File: config.mk
export PLATFORM = sky130hd
export DESIGN_NAME = serial_addsub
export DESIGN_NICKNAME = d
export VERILOG_FILES = /design/src/rtl/serial_addsub.sv
export SDC_FILE = /design/constraint.sdc
export NUM_CORES = 1
export LEC_CHECK = 0
export ABC_AREA = 0
export ABC_CLOCK_PERIOD_IN_PS = 1700
export CORE_MARGIN = 2
export CORE_UTILIZATION = 50
export DETAILED_ROUTE_END_ITERATION = 16
export PLACE_DENSITY = 0.77
export SLEW_MARGIN = 40
export SYNTH_ARGS = -nofsm -noshare
export SYNTH_HDL_FRONTEND = slang
export SYNTH_SLANG_ARGS = --single-unit
File: constraint.sdc
create_clock -name clk -period 1.7 [get_ports clk]
set_input_delay 0.34 -clock clk [delete_from_list [all_inputs] [get_ports clk]]
set_output_delay 0.34 -clock clk [all_outputs]
set_load 0.01 [all_outputs]
File: src/rtl/serial_addsub.sv
// Digit-serial two's-complement adder/subtractor, DIGIT bits per clock, LSB first.
// Optional signed saturation on overflow when SERIAL_ADDSUB_SAT_EN is defined.
module serial_addsub #(
  parameter int WIDTH = 8,
  parameter int DIGIT = 1
) (
  input  logic             clk,
  input  logic             rst_n,
  input  logic             in_valid,
  output logic             in_ready,
  input  logic             mode,
  input  logic [WIDTH-1:0] a,
  input  logic [WIDTH-1:0] b,
  input  logic             cin,
  output logic             out_valid,
  input  logic             out_ready,
  output logic [WIDTH-1:0] result,
  output logic             cout,
  output logic             overflow,
  output logic             zero
);

  localparam int N  = WIDTH / DIGIT;
  localparam int CW = (N > 1) ? $clog2(N) : 1;

  generate
    if (WIDTH < 2 || DIGIT < 1 || DIGIT > WIDTH || (WIDTH % DIGIT) != 0) begin : g_bad_params
      $error("serial_addsub: illegal WIDTH/DIGIT combination");
    end
  endgenerate

  typedef enum logic [1:0] {IDLE, RUN, DONE} state_t;

  state_t           state, state_next;
  logic [WIDTH-1:0] a_sh, bx_sh;
  logic             carry, mode_q;
  logic [CW-1:0]    cnt;
  logic [DIGIT:0]   slice_sum;
  logic [WIDTH-1:0] acc_next, final_res;
  logic             msb_cin, ovf_next, last_slice, accept;

  assign accept     = in_valid & in_ready;
  assign last_slice = (cnt == CW'(N - 1));

  always_ff @(posedge clk or negedge rst_n) begin
    if (!rst_n) state <= IDLE;
    else        state <= state_next;
  end

  always_comb begin
    state_next = state;
    case (state)
      IDLE:    if (accept) state_next = RUN;
      RUN:     if (last_slice) state_next = DONE;
      DONE:    if (out_ready) state_next = IDLE;
      default: state_next = IDLE;
    endcase
  end

  always_comb begin
    out_valid = (state == DONE);
  end

  // Carry into the slice MSB is recovered from its sum bit, so overflow works for any DIGIT.
  always_comb begin
    slice_sum = {1'b0, a_sh[DIGIT-1:0]} + {1'b0, bx_sh[DIGIT-1:0]} + {{DIGIT{1'b0}}, carry};
    msb_cin   = slice_sum[DIGIT-1] ^ a_sh[DIGIT-1] ^ bx_sh[DIGIT-1];
    ovf_next  = msb_cin ^ slice_sum[DIGIT];
  end

  // Earlier slices collect top-aligned; the final slice completes the word.
  generate
    if (DIGIT < WIDTH) begin : g_acc
      logic [WIDTH-DIGIT-1:0] acc;
      always_ff @(posedge clk or negedge rst_n) begin
        if (!rst_n)             acc <= '0;
        else if (state == RUN)  acc <= acc_next[WIDTH-1:DIGIT];
      end
      assign acc_next = {slice_sum[DIGIT-1:0], acc};
    end else begin : g_no_acc
      assign acc_next = slice_sum[DIGIT-1:0];
    end
  endgenerate

`ifdef SERIAL_ADDSUB_SAT_EN
  logic a_msb;
  always_ff @(posedge clk or negedge rst_n) begin
    if (!rst_n)                      a_msb <= 1'b0;
    else if (state == IDLE && accept) a_msb <= a[WIDTH-1];
  end
  always_comb begin
    final_res = acc_next;
    if (ovf_next) final_res = a_msb ? {1'b1, {(WIDTH-1){1'b0}}} : {1'b0, {(WIDTH-1){1'b1}}};
  end
`else
  always_comb begin
    final_res = acc_next;
  end
`endif

  always_ff @(posedge clk or negedge rst_n) begin
    if (!rst_n) begin
      in_ready <= 1'b0;
      a_sh     <= '0;
      bx_sh    <= '0;
      carry    <= 1'b0;
      mode_q   <= 1'b0;
      cnt      <= '0;
      result   <= '0;
      cout     <= 1'b0;
      overflow <= 1'b0;
      zero     <= 1'b0;
    end else begin
      in_ready <= (state_next == IDLE);
      case (state)
        IDLE: begin
          if (accept) begin
            a_sh   <= a;
            bx_sh  <= b ^ {WIDTH{mode}};
            carry  <= cin ^ mode;
            mode_q <= mode;
            cnt    <= '0;
          end
        end
        RUN: begin
          a_sh  <= a_sh >> DIGIT;
          bx_sh <= bx_sh >> DIGIT;
          carry <= slice_sum[DIGIT];
          cnt   <= last_slice ? '0 : cnt + CW'(1);
          if (last_slice) begin
            result   <= final_res;
            cout     <= slice_sum[DIGIT] ^ mode_q;
            overflow <= ovf_next;
            zero     <= (final_res == '0);
          end
        end
        default: ;
      endcase
    end
  end

endmodule

Yosys cells after proc, flatten, opt, wreduce, memory -nomap -nowiden. Cells that the tools add are included.

Register bits after elaboration: 42. Output and inout port bits: 13.

Add/subtract/negate cells: 3. Equal/unequal tests: 4. Muxes and demuxes: 13. Bitwise operators: 7. Reductions and logical operators: 7.

Operators with widths (count): $pmux 8 s2 (2); $mux 8 (2); $logic_not 8->1 (1); $xor 8x8->8 (1); $mux 2 (3); $mux 3 (2); $pmux 2 s3 (1); $pmux 3 s2 (1); $reduce_and 2->1 (3); $xor 1x1->1 (5); $logic_not 2->1 (2); $add 3x1->3 const B (1); $eq 3x3->1 const B (1); $add 1x1->2 (1); $add 2x1->2 (1); $eq 2x1->1 const B (1); $eq 2x2->1 const B (1); $ne 2x2->1 const B (1); $pmux 1 s2 (1); $reduce_bool 2->1 (1); $and 1x1->1 (1); $mux 1 (1).

Depth between registers and ports, before layout.
Word-level depth: 5. Mapped depth: 6. Depth with buffers taken out: 5.

Worst setup path before layout. No wires, ideal clock.

Path type: reg2reg. Start: reg cnt[0]. End: reg result[0]. Setup time: 0.125 ns. Arrival: 1.366 ns. Path slack: 0.209 ns. Cell stages (with the launch flop): 6. Path buffers: 1. Period minus slack after synthesis: 1.491 ns. Cells stage by stage: dfrtp_1 ha_1 ha_1 nand3b_2 buf_6 mux2_4.

Cells in the longest elaborated chain, start to end: 2.

Ends and longest elaborated chain: start: declaration (RTL line 37) `logic [CW-1:0] cnt;`; start signal: assignment (RTL line 129) `cnt <= last_slice ? '0 : cnt + CW'(1);`; $eq 3x3->1 (RTL line 43) `assign last_slice = (cnt == CW'(N - 1));`; $reduce_and 2->1 (no source line); end signal: assignment (RTL line 131) `result <= final_res;`; end: declaration (RTL line 17) `output logic [WIDTH-1:0] result,`.

Every way passes these cells. A chain may end at the register's enable or synchronous reset.

Worst setup path in the final report.
Start: reg a_sh[0]. End: reg zero.

Cells in the longest elaborated chain, start to end: 3.

Ends and longest elaborated chain: start: declaration (RTL line 35) `logic [WIDTH-1:0] a_sh, bx_sh;`; start signal: assignment (RTL line 126) `a_sh <= a_sh >> DIGIT;`; $add 1x1->2 (RTL line 66) `slice_sum = {1'b0, a_sh[DIGIT-1:0]} + {1'b0, bx_sh[DIGIT-1:0]} + {{DIGIT{1'b0}}, carry};`; $add 2x1->2 (RTL line 66); $logic_not 8->1 (RTL line 134) `zero <= (final_res == '0);`; end signal: assignment (RTL line 134); end: declaration (RTL line 20) `output logic zero`.

Every way passes these cells.

==> results by group <==
Clock tree
  – TritonCTS buffer count: 5
  – # Post-CTS Setup Buffers: 0
  – Post-CTS Hold Buffers: 0
  – Clk root buf: clkbuf_8
  – CTS max path bufs: 2
  – H-tree Lvls: 2
  – CTS tree: built
  – Clk Latency, worst-skew pair: 0.29 ns
  – Reg clk slew, reported paths: around 0.08 ns
  – Clock sink total: 42

Die
  – Die Area: around 0.0043 mm2
  – Initial Util: between 50% and 60%
  – DIE WIDTH: 65.9 um
  – Core outline area: 0.00366 mm2
  – Die height: about 66 um
  – Ports: 35
  – Rows: 22

Setup path
  – CP Capture Type: flop
  – CP Cell Sequence: inv_1, fa_2, nor4b_4, nand2_1, o21ai_1
  – Crit Path Max Fanout: 3
  – Req. time, crit path: 1.92 ns
  – WP buf/inv: 1
  – Worst path slowest cell: fa_2
  – Largest delay contributor family on the critical path: adder cells
  – Crit-path max cell delay: 0.62 ns
  – Worst setup SP type: flop
  – Worst Path Arrival: 1.78 ns
  – Kind of critical path: reg2reg

Routing
  – Drt pass-1 iters: 4
  – Final wirelength: between 3000 and 4000 um
  – Routed Antenna Nets: 0
  – Vias: between 1,000 and 1,500
  – Violation count after the first detailed-route iteration: 44
  – Routed WL per cell: 14.1 um
  – Drt via density: between 5 and 6
  – Drt drc: 0

Layout
  – Final core occ: between 60% and 70%
  – Final Net Count: 244
  – Sequential Area: around 0.0011 mm2
  – Layout fillers: 299
  – Diodes inserted: 0
  – Area grow syn2layout: 28.4%
  – Most frequent cells in the layout: dfrtp_1 (42), nand2_1 (36), clkdlybuf4s50_1 (32)
  – Multi-input gate area: 778 um2
  – Leading cell type in the layout, fill and taps excluded: dfrtp_1
  – Final Non-Filler Cells: 268
  – Layout cells sized above 1: between 10% and 20%

STA
  – Setup TNS: 0 ns
  – Worst slew margin: ~73%
  – RSZ-0062 raised after global routing: false
  – Minimum clock period: around 1.6 ns
  – Clock Skew: about 0.0050 ns
  – WHS: 0.0127 ns
  – Max Slew Vio Count: 0
  – Endpoints failing setup: 0
  – Max Clk Rate: 641 MHz
  – Worst-Margin Slew: 0.406 ns
  – Tcrit/Tclk final: a little over 90%
  – Fin. Hold Viols: 0

Place
  – Port Buffers: 34
  – Placed instance count: 260
  – DPL Wire Length: 2760 um
  – GP Congestion: ~0.73

Pwr
  – Net Sw Frac: 35.5%
  – LEAKAGE: 0.00112 uW
  – Power, Total: 4300 uW
  – Sequential group share of total power: 39.1%
  – Clock Power Share: 15.1%
  – Pwr/cell area: 1750 mW/mm2
  – Gate power share: 45.8%
  – NetSw: 1530 uW
  – Pint: approximately 2800 uW
  – Maximum vdd drop: 889 uV

Synth
  – Synth Instances: 179
  – Sequential area share after synthesis: between 50% and 60%
  – Mapped cell area: 0.00192 mm2
  – Post-synthesis register bit count: 42
  – Synth Warn #: 0
  – Syn_nets: 204
  – Share of the synthesized area in the top cell type: 54.8%
  – Avg Cell Area, Syn: 10.7 um2
  – Synth area leaders: dfrtp_1 (55%), nand2_1 (7.0%), mux2_2 (3.5%)
  – Cell taking the most area after synthesis: dfrtp_1
  – Synth unique cells: 34

GRT
  – GRT Util Overall: 20.2%
  – Largest net degree at the start of global routing: 43
  – First-pass GRT wire length: around 6500 um
  – Vias in the first global route: ~1,400
  – Total congestion overflow: 0
  – Initial antenna violation count: 0

Run
  – Maxcap violations: 0

Min path
  – HP Class: in2async

Outcome
  – Status: completed
==> per-stage QoR <==
| stage | cell area, um2 | setup WS (ns) |
|---|---|---|
| final | 2460 | 0.139 |
| after global routing | 2460 | 0.0124 |
| after CTS | 2440 | 0.0677 |
| after detailed placement | 2350 | -0.00410 |
| after global placement | 2350 | 0.0498 |
| after floorplan | 1920 | 0.209 |
==> power by group through the flow <==
stage / logic [uW] / clock network [uW] / registers [uW]
floorplan: 1200 / 0 / 1690
global placement: 1830 / 0 / 1660
detailed placement: 1920 / 0 / 1690
CTS: 1920 / 670 / 1670
global route: 2180 / 709 / 1740
finish: 1970 / 651 / 1680
==> sequential cells by signal, indices dropped and copies added (netlist names) <==
name / count
a_sh: 8
mode_q: 1
overflow: 1
state: 2
result: 8
in_ready: 1
cnt: 3
bx_sh: 8
carry: 1
g_acc.acc: 7
cout: 1
zero: 1
==> routing by layer <==
layer	vias up	routed length [um]	GRT usage, %
met3	7	181	6.13
met2	38	2000	36.7
met5	-	0	0
li1	687	-	-
met1	698	1530	22.2
met4	0	64	6.89
==> final timing paths <==
| check | slack, ns | to | start | depth (start not counted) |
|---|---|---|---|---|
| worst max-delay path | 0.14 | zero$_DFFE_PN0P_ | a_sh[0]$_DFFE_PN0P_ | 5 |
| worst min-delay path | 0.01 | mode_q$_DFFE_PN0P_ | rst_n | 2 |
| worst min register to register | 0.48 | cout$_DFFE_PN0P_ | cout$_DFFE_PN0P_ | 2 |
| min in group clk | 0.48 | cout$_DFFE_PN0P_ | cout$_DFFE_PN0P_ | 2 |
| max in group asynchronous | 1.50 | result[6]$_DFFE_PN0P_ | rst_n | 2 |
| worst max register to register | 0.14 | zero$_DFFE_PN0P_ | a_sh[0]$_DFFE_PN0P_ | 5 |
==> logic make-up (layout without fill, tap and decap cells) <==
group	after synthesis	after routing	synth area share (%)
AOI/OAI and AO/OA	27	27	8.48
DFF	42	42	54.8
xor gates and xnor gates	13	13	5.94
adders and majority gates	3	3	2.35
and+or+nand+nor	66	66	16.0
muxes	12	12	6.91
buffers and inverters	16	57	5.54
==> synthesized netlist by cell type, drive strengths merged <==
master and instances:
dfrtp 42, nand2 36, o21ai 14, buf 11, nor2 9, mux2 7
nor3 7, o22ai 7, xnor2 7, xor2 6, mux2i 5, nand3 5
inv 4, nand2b 3, a221o 2, ha 2, a21o 1, a21oi 1
and4bb 1, clkbuf 1, fa 1, nand3b 1, nand4bb 1, nor2b 1
nor4 1, nor4b 1, o21a 1, o221ai 1
==> timing repair <==
item	CTS	global route
cloned	0	0
endpoints found under the setup margin	1	1
resized for setup	1	4
==> area by class of cell <==
| type | instances | area share, % |
|---|---|---|
| Sequential cell | 42 | 42.7 |
| Tap cell | 48 | 2.44 |
| Inverter | 4 | 0.610 |
| Clock buffer | 7 | 3.51 |
| Multi-Input combinational cell | 121 | 31.6 |
| Timing Repair Buffer | 45 | 19.0 |
| Clock inverter | 1 | 0.203 |
==> worst register-to-register path, delay by kind of cell, from the launching register on <==
family / cells / cell delay (ns)
DFF: 1 / 0.36
and+or+nand+nor: 2 / 0.29
buffers and inverters: 1 / 0.08
adders and majority gates: 1 / 0.62
AOI/OAI and AO/OA: 1 / 0.13
Power figures use the tool's default switching activity.
